--- src/rtl/wb_pkg.sv ---
// Shared types and widths for the writeback stage.
package wb_pkg;

  localparam int unsigned XLEN       = 32;
  localparam int unsigned REG_ADDR_W = 5;

  localparam logic [REG_ADDR_W-1:0] ZERO_REG = 5'd0;

  typedef struct packed {
    logic [REG_ADDR_W-1:0] rd;
    logic [XLEN-1:0]       data;
  } wb_entry_t;

endpackage

--- src/rtl/wb_fifo.sv ---
// Small power-of-two FIFO of writeback entries; head entry is visible combinationally.
module wb_fifo
  import wb_pkg::*;
#(
  parameter  int unsigned DEPTH = 2,
  localparam int unsigned PTR_W = $clog2(DEPTH),
  localparam int unsigned CNT_W = PTR_W + 1
) (
  input  logic             clk,
  input  logic             reset,
  input  logic             push_i,
  input  wb_entry_t        push_entry_i,
  input  logic             pop_i,
  output wb_entry_t        head_o,
  output logic             full_o,
  output logic             empty_o,
  output logic [CNT_W-1:0] count_o
);

  wb_entry_t        mem_q [DEPTH];
  logic [PTR_W-1:0] head_q;
  logic [PTR_W-1:0] tail_q;
  logic [CNT_W-1:0] count_q;

  // Pointers wrap naturally because DEPTH is a power of two.
  always_ff @(posedge clk) begin
    if (reset) begin
      head_q  <= '0;
      tail_q  <= '0;
      count_q <= '0;
    end else begin
      if (push_i) tail_q <= tail_q + PTR_W'(1);
      if (pop_i)  head_q <= head_q + PTR_W'(1);
      case ({push_i, pop_i})
        2'b10:   count_q <= count_q + CNT_W'(1);
        2'b01:   count_q <= count_q - CNT_W'(1);
        default: count_q <= count_q;
      endcase
    end
  end

  always_ff @(posedge clk) begin
    if (!reset && push_i) mem_q[tail_q] <= push_entry_i;
  end

  assign head_o  = mem_q[head_q];
  assign count_o = count_q;
  assign full_o  = (count_q == CNT_W'(DEPTH));
  assign empty_o = (count_q == '0);

endmodule

--- src/rtl/writeback_unit.sv ---
// Merges in-order pipeline results and buffered long-latency results onto the regfile write port.
// Define WB_BYPASS_EN to forward the current write to the decode read operands.
module writeback_unit
  import wb_pkg::*;
#(
  parameter  int unsigned EXT_DEPTH    = 2,
  parameter  int unsigned STARVE_LIMIT = 4,
  localparam int unsigned CNT_W        = $clog2(EXT_DEPTH) + 1
) (
  input  logic                  clk,
  input  logic                  reset,
  input  logic                  pipe_valid,
  input  logic [REG_ADDR_W-1:0] pipe_rd,
  input  logic [XLEN-1:0]       pipe_data,
  output logic                  pipe_stall,
  input  logic                  ext_valid,
  output logic                  ext_ready,
  input  logic [REG_ADDR_W-1:0] ext_rd,
  input  logic [XLEN-1:0]       ext_data,
  output logic [CNT_W-1:0]      ext_pending,
  output logic [REG_ADDR_W-1:0] rd_address,
  output logic [XLEN-1:0]       rd_data,
  input  logic [REG_ADDR_W-1:0] rs1_address,
  input  logic [REG_ADDR_W-1:0] rs2_address,
  input  logic [XLEN-1:0]       rs1_regfile_data,
  input  logic [XLEN-1:0]       rs2_regfile_data,
  output logic [XLEN-1:0]       rs1_data,
  output logic [XLEN-1:0]       rs2_data
);

  localparam int unsigned STARVE_W = $clog2(STARVE_LIMIT + 1);

  wb_entry_t            push_entry;
  wb_entry_t            head;
  logic                 fifo_push;
  logic                 fifo_pop;
  logic                 fifo_full;
  logic                 fifo_empty;
  logic                 force_drain;
  logic [STARVE_W-1:0]  starve_q;
  logic [STARVE_W-1:0]  starve_d;

  always_comb begin
    push_entry.rd   = ext_rd;
    push_entry.data = ext_data;
  end

  wb_fifo #(.DEPTH(EXT_DEPTH)) u_fifo (
    .clk          (clk),
    .reset        (reset),
    .push_i       (fifo_push),
    .push_entry_i (push_entry),
    .pop_i        (fifo_pop),
    .head_o       (head),
    .full_o       (fifo_full),
    .empty_o      (fifo_empty),
    .count_o      (ext_pending)
  );

  // Write-port arbitration: a starved FIFO head beats the pipeline, which beats an idle-slot drain.
  always_comb begin
    pipe_stall  = 1'b0;
    rd_address  = ZERO_REG;
    rd_data     = '0;
    fifo_pop    = 1'b0;
    ext_ready   = !reset && !fifo_full;
    fifo_push   = ext_ready && ext_valid && (ext_rd != ZERO_REG);
    force_drain = (starve_q == STARVE_W'(STARVE_LIMIT)) && !fifo_empty;
    if (!reset) begin
      if (force_drain) begin
        rd_address = head.rd;
        rd_data    = head.data;
        fifo_pop   = 1'b1;
        pipe_stall = 1'b1;
      end else if (pipe_valid && (pipe_rd != ZERO_REG)) begin
        rd_address = pipe_rd;
        rd_data    = pipe_data;
      end else if (!fifo_empty) begin
        rd_address = head.rd;
        rd_data    = head.data;
        fifo_pop   = 1'b1;
      end
    end
  end

  // Counts cycles the head has waited without a pop; saturates at the limit.
  always_comb begin
    starve_d = starve_q;
    if (fifo_pop || fifo_empty) begin
      starve_d = '0;
    end else if (starve_q != STARVE_W'(STARVE_LIMIT)) begin
      starve_d = starve_q + STARVE_W'(1);
    end
  end

  always_ff @(posedge clk) begin
    if (reset) starve_q <= '0;
    else       starve_q <= starve_d;
  end

`ifdef WB_BYPASS_EN
  // The regfile writes at the edge, so a same-cycle read must see the write data here.
  always_comb begin
    rs1_data = rs1_regfile_data;
    rs2_data = rs2_regfile_data;
    if ((rd_address != ZERO_REG) && (rs1_address == rd_address)) rs1_data = rd_data;
    if ((rd_address != ZERO_REG) && (rs2_address == rd_address)) rs2_data = rd_data;
  end
`else
  logic unused_rs_addr;
  assign unused_rs_addr = ^{rs1_address, rs2_address};
  assign rs1_data = rs1_regfile_data;
  assign rs2_data = rs2_regfile_data;
`endif

endmodule

--- config.mk ---
export PLATFORM = sky130hd
export DESIGN_NAME = writeback_unit
export DESIGN_NICKNAME = d
export VERILOG_FILES = /design/src/rtl/wb_pkg.sv /design/src/rtl/wb_fifo.sv /design/src/rtl/writeback_unit.sv
export SDC_FILE = /design/constraint.sdc
export NUM_CORES = 1
export LEC_CHECK = 0
export CAP_MARGIN = 10
export CORE_MARGIN = 4
export CORE_UTILIZATION = 33
export DETAILED_ROUTE_END_ITERATION = 7
export HOLD_SLACK_MARGIN = 0.1
export PLACE_DENSITY = 0.77
export SLEW_MARGIN = 40
export SYNTH_ARGS = -nofsm -noshare
export SYNTH_HDL_FRONTEND = slang
export SYNTH_HIERARCHICAL = 1
export SYNTH_SLANG_ARGS = --single-unit
--- constraint.sdc ---
create_clock -name clk -period 4.8 [get_ports clk]
set_input_delay 1.44 -clock clk [delete_from_list [all_inputs] [get_ports clk]]
set_output_delay 1.44 -clock clk [all_outputs]
set_load 0.01 [all_outputs]
* Yosys cells after proc, flatten, opt, wreduce, memory -nomap -nowiden *
Memory sizes are Yosys's and may differ from the RTL's. A register that Yosys moved wholly into a read port is not among the register bits.
Cells that the tools add are included.

word-level totals
  word-level logic and storage cells = 49
  memories = 1
  memory bits (writable) = 74
  output and inout port bits = 105
  register bits = 7
  bits of input ports = 152

memory list
  memory        words  bits a word  rd ports  clocked after memory_dff  write ports  line           RTL
  u_fifo.mem_q  2      37           1         1                         1            wb_fifo.sv:20  wb_entry_t mem_q [DEPTH];

operators by class
  multiplexer cells = 19
  reduce and logical (&&, ||, !) cells = 15
  eq/ne operators = 5
  add/sub/neg operators = 5

operator list
  operator                                                               number
  32-bit 2-to-1 mux                                                      4
  5-bit 2-to-1 mux                                                       4
  1-bit 2-to-1 mux                                                       10
  5-bit nonzero test                                                     2
  1-bit logical AND                                                      6
  2-bit equality test, second input constant                             2
  2-bit one-hot mux with 2 select lines                                  1
  3-bit by 1-bit adder with 3-bit output, second input constant          1
  3-bit equality test, second input constant                             1
  1-bit zero test                                                        3
  3-bit inequality test, second input constant                           1
  1-bit adder, second input constant                                     2
  2-bit by 1-bit adder with 2-bit output, second input constant          1
  2-bit by 1-bit equality test with 1-bit output, second input constant  1
  2-bit zero test                                                        1
  2-bit nonzero test                                                     1
  2-bit OR reduction                                                     1
  2-bit by 1-bit subtractor with 2-bit output, second input constant     1
  1-bit logical OR                                                       1

* Depth between registers and ports, before layout *
Gate-level depths: netlist of the first run.

  word-level depth = 8
  depth in mapped cells = 9
  depth with buffers taken out = 9

* Modules after synthesis *
The synthesis of the first run kept the hierarchy.

modules (own cells, without submodules)
  module          cells each  times used  area an instance (sq um)  seq. area each (sq um)
  wb_fifo         137         1           2874.0                    2322.2
  writeback_unit  134         1           1058.5                    60.1

* Worst setup path after synthesis of the first run *
No wires, ideal clock.

  kind = input-to-reg
  from = input port reset
  to = memory u_fifo/mem_q[1][0] in the netlist's numbering (enable)
  stages = 5
  slack = -0.437 ns
  setup time = 0.486 ns
  buffers on the path = 0
  arrival = 4.751 ns
  required time = 4.314 ns
  path through = nor2_1 > nand2_1 > a21oi_1 > inv_1 > nor3b_1

on the way
  cells in the longest elaborated chain, start to end = 7

RTL lines
  element                                 line                  RTL
  from (decl)                             writeback_unit.sv:11  input logic reset,
  1-bit zero test                         writeback_unit.sv:66  ext_ready = !reset && !fifo_full;
  1-bit logical AND                       writeback_unit.sv:66
  1-bit logical AND (2 in series)         writeback_unit.sv:67  fifo_push = ext_ready && ext_valid && (ext_rd != ZERO_REG);
  named net fifo_push                     writeback_unit.sv:35  logic fifo_push;
  1-bit logical AND                       wb_fifo.sv:43         if (!reset && push_i) mem_q[tail_q] <= push_entry_i;
  1-bit 2-to-1 mux                        wb_fifo.sv:43
  1-bit 2-to-1 mux (not written as such)  wb_fifo.sv:43
  to (decl)                               wb_fifo.sv:20

The timed path passes the listed nets, and every way through them passes these cells.

* Worst setup path after layout of the first run *
  from = input port pipe_rd[4]
  to = output port rd_data[29]

on the way
  cells in the longest elaborated chain, start to end = 5

RTL lines
  element             line                  RTL
  from (decl)         writeback_unit.sv:13  input logic [REG_ADDR_W-1:0] pipe_rd,
  5-bit nonzero test  writeback_unit.sv:75  end else if (pipe_valid && (pipe_rd != ZERO_REG)) begin
  1-bit logical AND   writeback_unit.sv:75
  32-bit 2-to-1 mux   writeback_unit.sv:75
  32-bit 2-to-1 mux   writeback_unit.sv:70  if (force_drain) begin
  32-bit 2-to-1 mux   writeback_unit.sv:69  if (!reset) begin
  to (decl)           writeback_unit.sv:22  output logic [XLEN-1:0] rd_data,

No other way between the ends.

==> impl_metrics.toml, run 1 <==
[clock_network]
clock_path_buffers = 2
cts_sinks = 82
clk_pin_slew_ps = 60
cts_max_level = 3
cts_root_buf = "clkbuf_16"
numCtsBuffers = 9
cts_tree = "yes"
worstSkewPairLatency_ps = 330

[detailed_routing]
wirelength_mm = 9.89
first_iter_violations = 105
via_per_inst = 4.89
dr.pass1.iters = 4
drc = 0
wl_per_cell_microns = 20.5
ant_nets = 0
num_vias = 2361

[worst_hold_path]
hold_path.class = "flip-flop to flip-flop"

[timing]
min_period_over_period = 0.978
finalMaxSlewViolations = 0
hold_violations = 0
fin_skew_ps = 6.45
period_needed_ps = 4690
maxSlewHeadroom = 0.577
fin_ws_ps = 106
rsz0062_at_grt = "no"
fmax_mhz = 213
tightest_slew_ps = 633
finalSetupTns_ps = 0
setup_viol = 0

[die]
initial_core_util = 0.340
placementRows = 39
core_sq_um = 11600
die-height_microns = 117
io_pins = 257
die_area_sq_um = 13700
fp.dieW_microns = 117

[synthesis]
yosys_warnings = 6
ys_seq_area_frac = 0.606
synthTopCellsByArea = "edfxtp_1 (57%), buf_4 (13%), mux2_2 (11%)"
synth_top_cell_by_area = "edfxtp_1"
ys_top_cells_by_count = "edfxtp_1 (74), buf_4 (68), a22o_1 (37), mux2_2 (37)"
ys.flop_type = "edfxtp_1"
syn_avg_cell_area_sq_um = 14.5
yosysMostFrequentCell = "edfxtp_1"
synthCells = 271
ys_types = 25
syn-num-nets = 426
ys_seq_elements = 82
async_flop_share = 0
syn_area_sq_um = 3930
synth_top_cell_area_share = 0.565
synth-edff-count = 74

[global_routing]
grt_overflow = 0
grt_pass1_vias = 2526
grt_max_degree = 38
grt_first_pass_wirelength_mm = 14.0
grt_usage = 0.139
antenna_found_initial = 0

[worst_setup_path]
crit_arrival_ps = 3250
cp.required_ps = 3360
cp_max_fo = 9
cp-start-kind = "input port"
crit_path_end_kind = "output port"
path_class = "input port to output port"

[placement]
port-buffer-count = 118
dp_slack_ps = -236
placedInstanceArea_sq_um = 4890
post-dp-hpwl_mm = 7.12
place.gp.congestion = 0.729

[cells_and_area]
nFillCells = 1032
num_antenna_cells = 0
nets = 490
final_area_sq_um = 5180
area_growth_pct = 31.8
drive_gt1_frac = 0.200

[power_and_ir_drop]
power_uw = 1700
p_leak_uw = 0.00194
powerDensity_nw_per_um2 = 329
vdd_drop_max_uv = 156

[job]
cap_violations = 0

[outcome]
status = "complete, no violations"
cells in the final DEF (no fill, tap or decap), drive strengths merged:
cell type	Yosys	final
clkinv	0	1
clkdlybuf4s50	0	81
clkinvlp	0	2
and2b	1	1
dlymetal6s2s	0	3
nor2	8	8
dfxtp	8	8
buf	75	11
o2111a	1	1
a311oi	1	1
a22o	37	37
dlygate4sd2	0	34
xnor2	4	4
o21ai	1	1
a21oi	2	2
nor4b	1	1
ha	3	3
mux2	37	37
inv	4	7
clkbuf	1	10
nand3	1	1
xor2	1	1
or3	1	1
edfxtp	74	74
nor3b	1	1
nor4	2	2
nand2	3	3
nor3	4	4
critical path: stages:
cell             delay (ps)
clkdlybuf4s50_1         520
nor3_1                   60
nand2_1                 140
buf_4                   140
o2111a_1                270
buf_4                   200
a22o_1                  130
dlygate4sd2_1           340
cell type report:
cell class | instances | area, sq um | share of cell area
Tap cell | 143 | 179 | 0.0345
Clock buffer | 10 | 229 | 0.0442
Inverter | 4 | 15.0 | 0.00290
Clock inverter | 6 | 48.8 | 0.00941
Timing Repair Buffer | 129 | 1320 | 0.254
Sequential cell | 82 | 2390 | 0.460
Multi-Input combinational cell | 109 | 1010 | 0.194
stage by stage:
stage          utilization  cells  hold WS [ps]
2_1_floorplan            -    271           426
3_5_place_dp         0.423    464           479
6_report             0.448    483           486
4_1_cts              0.448    483           488
3_3_place_gp         0.423    464           443
5_1_grt              0.448    483           502
power breakdown:
part           leakage [uW]  internal [uW]  total, uW  switching, uW
sequential         0.000738            801        819           18.7
combinational       0.00107            150        246           95.9
clock              0.000131            357        638            281
cells by family (layout without fill, tap and decap cells):
| logic type | Yosys count | after routing | synth area share |
|---|---|---|---|
| buffers and inverters | 80 | 149 | 0.147 |
| XOR/XNOR | 5 | 5 | 0.0111 |
| flip-flops | 82 | 82 | 0.606 |
| multiplexers | 37 | 37 | 0.106 |
| AND/OR/NAND/NOR | 22 | 22 | 0.0280 |
| AO/OA/AOI/OAI | 42 | 42 | 0.0929 |
| adder cells (fa/ha/maj) | 3 | 3 | 0.00955 |
flip-flops by register name, summed over array words and instances, names as in the netlist, named ones only:
signal	cells
u_fifo/mem_q	74
starve_q	3
u_fifo/count_o	2
u_fifo/head_q	1
u_fifo/tail_q	1
layer usage:
layer | part of all wire | track usage
met1 | 0.35 | 0.143
met2 | 0.50 | 0.235
met3 | 0.11 | 0.0792
met4 | 0.033 | 0.0535
met5 | 0 | 0
timing repair:
action,4_1_cts,5_1_grt
hold endpoints to repair,0,0
buffers inserted,2,0
gates cloned,1,0
resized for setup,37,3
setup endpoints to repair,37,26
pin swaps,1,2
hold buffers,0,0
final timing paths:
check                                  startpoint                  end  slack [ps]  depth (start not counted)
worst min-delay path                  starve_q[0]          starve_q[0]         490                          1
worst max register to register  u_fifo/count_o[0]  u_fifo/mem_q[1][21]        2400                          7
worst min register to register        starve_q[0]          starve_q[0]         490                          1
worst max-delay path                   pipe_rd[4]          rd_data[29]         110                          8
Power figures use the tool's default switching activity.
==> inputs of run 2 (changes only) <==
--- a/config.mk
+++ b/config.mk
@@ -6,7 +6,7 @@
 export NUM_CORES = 1
 export LEC_CHECK = 0
 export CAP_MARGIN = 10
-export CORE_MARGIN = 4
+export CORE_MARGIN = 3
 export CORE_UTILIZATION = 33
 export DETAILED_ROUTE_END_ITERATION = 7
 export HOLD_SLACK_MARGIN = 0.1
==> run 2 against run 1 <==
  * Sequential share of layout area grew 0.29 points
  * Core utilization shrank 0.093 points
  * Critical endpoint is now rd_data[27]
  * Power shrank 2.4%
  * Highest routed layer is now met5
  * Global-route usage grew 0.12 points
  * Die area shrank 3.4%
  * Largest cell class unchanged
  * Critical path type unchanged
==> impl_metrics.toml, run 2 (synthesis results as in run 1) <==
[outcome]
status = "complete, no violations"

[power_and_ir_drop]
switching_power_uw = 367
power_uw = 1660
p_int_uw = 1300
p_leak_uw = 0.00192
power.share.combinational = 0.144
powerDensity_nw_per_um2 = 323
pwr-share-clk = 0.363
vdd_drop_max_uv = 153
seqPwrFrac = 0.493
swShare = 0.220

[detailed_routing]
wl_per_cell_microns = 19.5
drc = 0
via_per_inst = 4.96
ant_nets = 0
num_vias = 2423
wirelength_mm = 9.53
dr.pass1.iters = 4
first_iter_violations = 126

[timing]
fin_ws_ps = 88.8
setup_viol = 0
fin_skew_ps = 2.96
hold_violations = 0
tightest_slew_ps = 525
maxSlewHeadroom = 0.650
min_period_over_period = 0.981
period_needed_ps = 4710
fmax_mhz = 212
whs_ps = 468
rsz0062_at_grt = "no"
finalMaxSlewViolations = 0

[clock_network]
worstSkewPairLatency_ps = 330
clock_path_buffers = 2
clk_pin_slew_ps = 60
cts_max_level = 3
numCtsBuffers = 9
cts_root_buf = "clkbuf_16"
cts_sinks = 82
cts_tree = "yes"

[worst_setup_path]
cp.required_ps = 3360
cp_slowest_stage_delay_ps = 450
crit_family = "buffers and inverters"
crit_path_end_kind = "output port"
crit_path_start = "pipe_rd[4]"
reg2reg_slack_ps = 2620
path_class = "input port to output port"
crit_arrival_ps = 3270
cp_slowest_cell = "clkdlybuf4s50_1"
r2r_start = "u_fifo/count_o[0]"
cp-start-kind = "input port"
crit_path_end = "rd_data[27]"
crit_buf_inv = 3
r2r_end = "u_fifo/mem_q[1][1]"
crit_cells = 7
cp_max_fo = 29
reg2reg_depth = 7
crit_path_cell_trace = "clkdlybuf4s50_1 > nor3_2 > nand2_2 > a311oi_4 > buf_12 > a22o_1 > dlygate4sd2_1"

[global_routing]
grt_util_met1 = 0.147
grt_first_pass_wirelength_mm = 14.0
grt_max_degree = 38
antenna_found_initial = 0
globalRoute.busiestLayer = "met2"
use_met2 = 0.226
grt_pass1_vias = 2549
use_met3 = 0.0863
grt_overflow = 0
grt_usage = 0.140

[cells_and_area]
final_common_cell = "clkdlybuf4s50_1"
largest_reg_flops = 74
nets = 496
num_antenna_cells = 0
nFillCells = 1049
final_area_sq_um = 5150
area_growth_pct = 31.0
final_cell_mix = "clkdlybuf4s50_1 (81), edfxtp_1 (74), a22o_1 (37), mux2_2 (37), dlygate4sd2_1 (34)"
drive_gt1_frac = 0.225
finish.utilization = 0.447
largest-register = "u_fifo/mem_q"

[placement]
dp_slack_ps = -233
post-dp-hpwl_mm = 7.09
placedInstanceArea_sq_um = 4910
port-buffer-count = 118
place.gp.congestion = 0.711

[die]
io_pins = 257
initial_core_util = 0.341
die-height_microns = 115
fp.dieW_microns = 115
die_area_sq_um = 13300
core_sq_um = 11500
placementRows = 39

[job]
cap_violations = 0

[worst_hold_path]
hold_path.class = "flip-flop to flip-flop"
worst_hold_path.num_cells = 1
-- run 2: changes by cell type in the layout (fill, tap and decap cells not counted), sizes merged --
| cell | before | now |
|---|---|---|
| clkinvlp | 2 | 1 |
| dlymetal6s2s | 3 | 0 |
| inv | 7 | 5 |
| buf | 11 | 17 |
| clkbuf | 10 | 14 |
| clkinv | 1 | 3 |
-- run 2: stage by stage --
step / std cells / setup TNS, ps
after floorplan: 271 / 0
after global placement: 470 / -5520
after detailed placement: 470 / -5970
after CTS: 488 / 0
after global routing: 489 / 0
final: 489 / 0
-- run 2: repair_timing --
action / in CTS / in global routing
pin swaps: 2 / 3
setup buffers: 2 / 1
hold buffers: 0 / 0
hold endpoints to repair: 0 / 0
resized for setup: 39 / 8
setup endpoints to repair: 37 / 4
-- run 2: how the worst min path moves through the flow --
stage | slack [ps] | startpoint | endpoint
after floorplan | 430 | starve_q[0] | starve_q[0]
after global placement | 440 | starve_q[0] | starve_q[0]
after detailed placement | 470 | starve_q[0] | starve_q[0]
after CTS | 470 | starve_q[0] | starve_q[0]
after global routing | 500 | starve_q[0] | starve_q[0]
final | 470 | starve_q[0] | starve_q[0]
-- run 2: cell type report --
cell class                 instances  area, sq um  share of cell area
timing repair buffer             135         1290               0.251
sequential                        82         2390               0.463
multi-input combinational        109         1020               0.197
inverter                           4         15.0             0.00291
clock buffer                      11          233              0.0452
clock inverter                     5         30.0             0.00583
tap                              143          179              0.0347
-- run 2: layer usage --
layer | vias to the layer above | wire [microns]
met5 | - | 68
met4 | 2 | 234
met3 | 28 | 1330
met2 | 154 | 4640
met1 | 1145 | 3260
li1 | 1094 | -
-- run 2: power groups by stage --
stage          Combinational, uW  Sequential (uW)  Clock (uW)
3_3_place_gp                 251              834           0
2_1_floorplan                168              824           0
5_1_grt                      259              822         660
4_1_cts                      243              820         625
3_5_place_dp                 256              835           0
6_report                     240              820         603
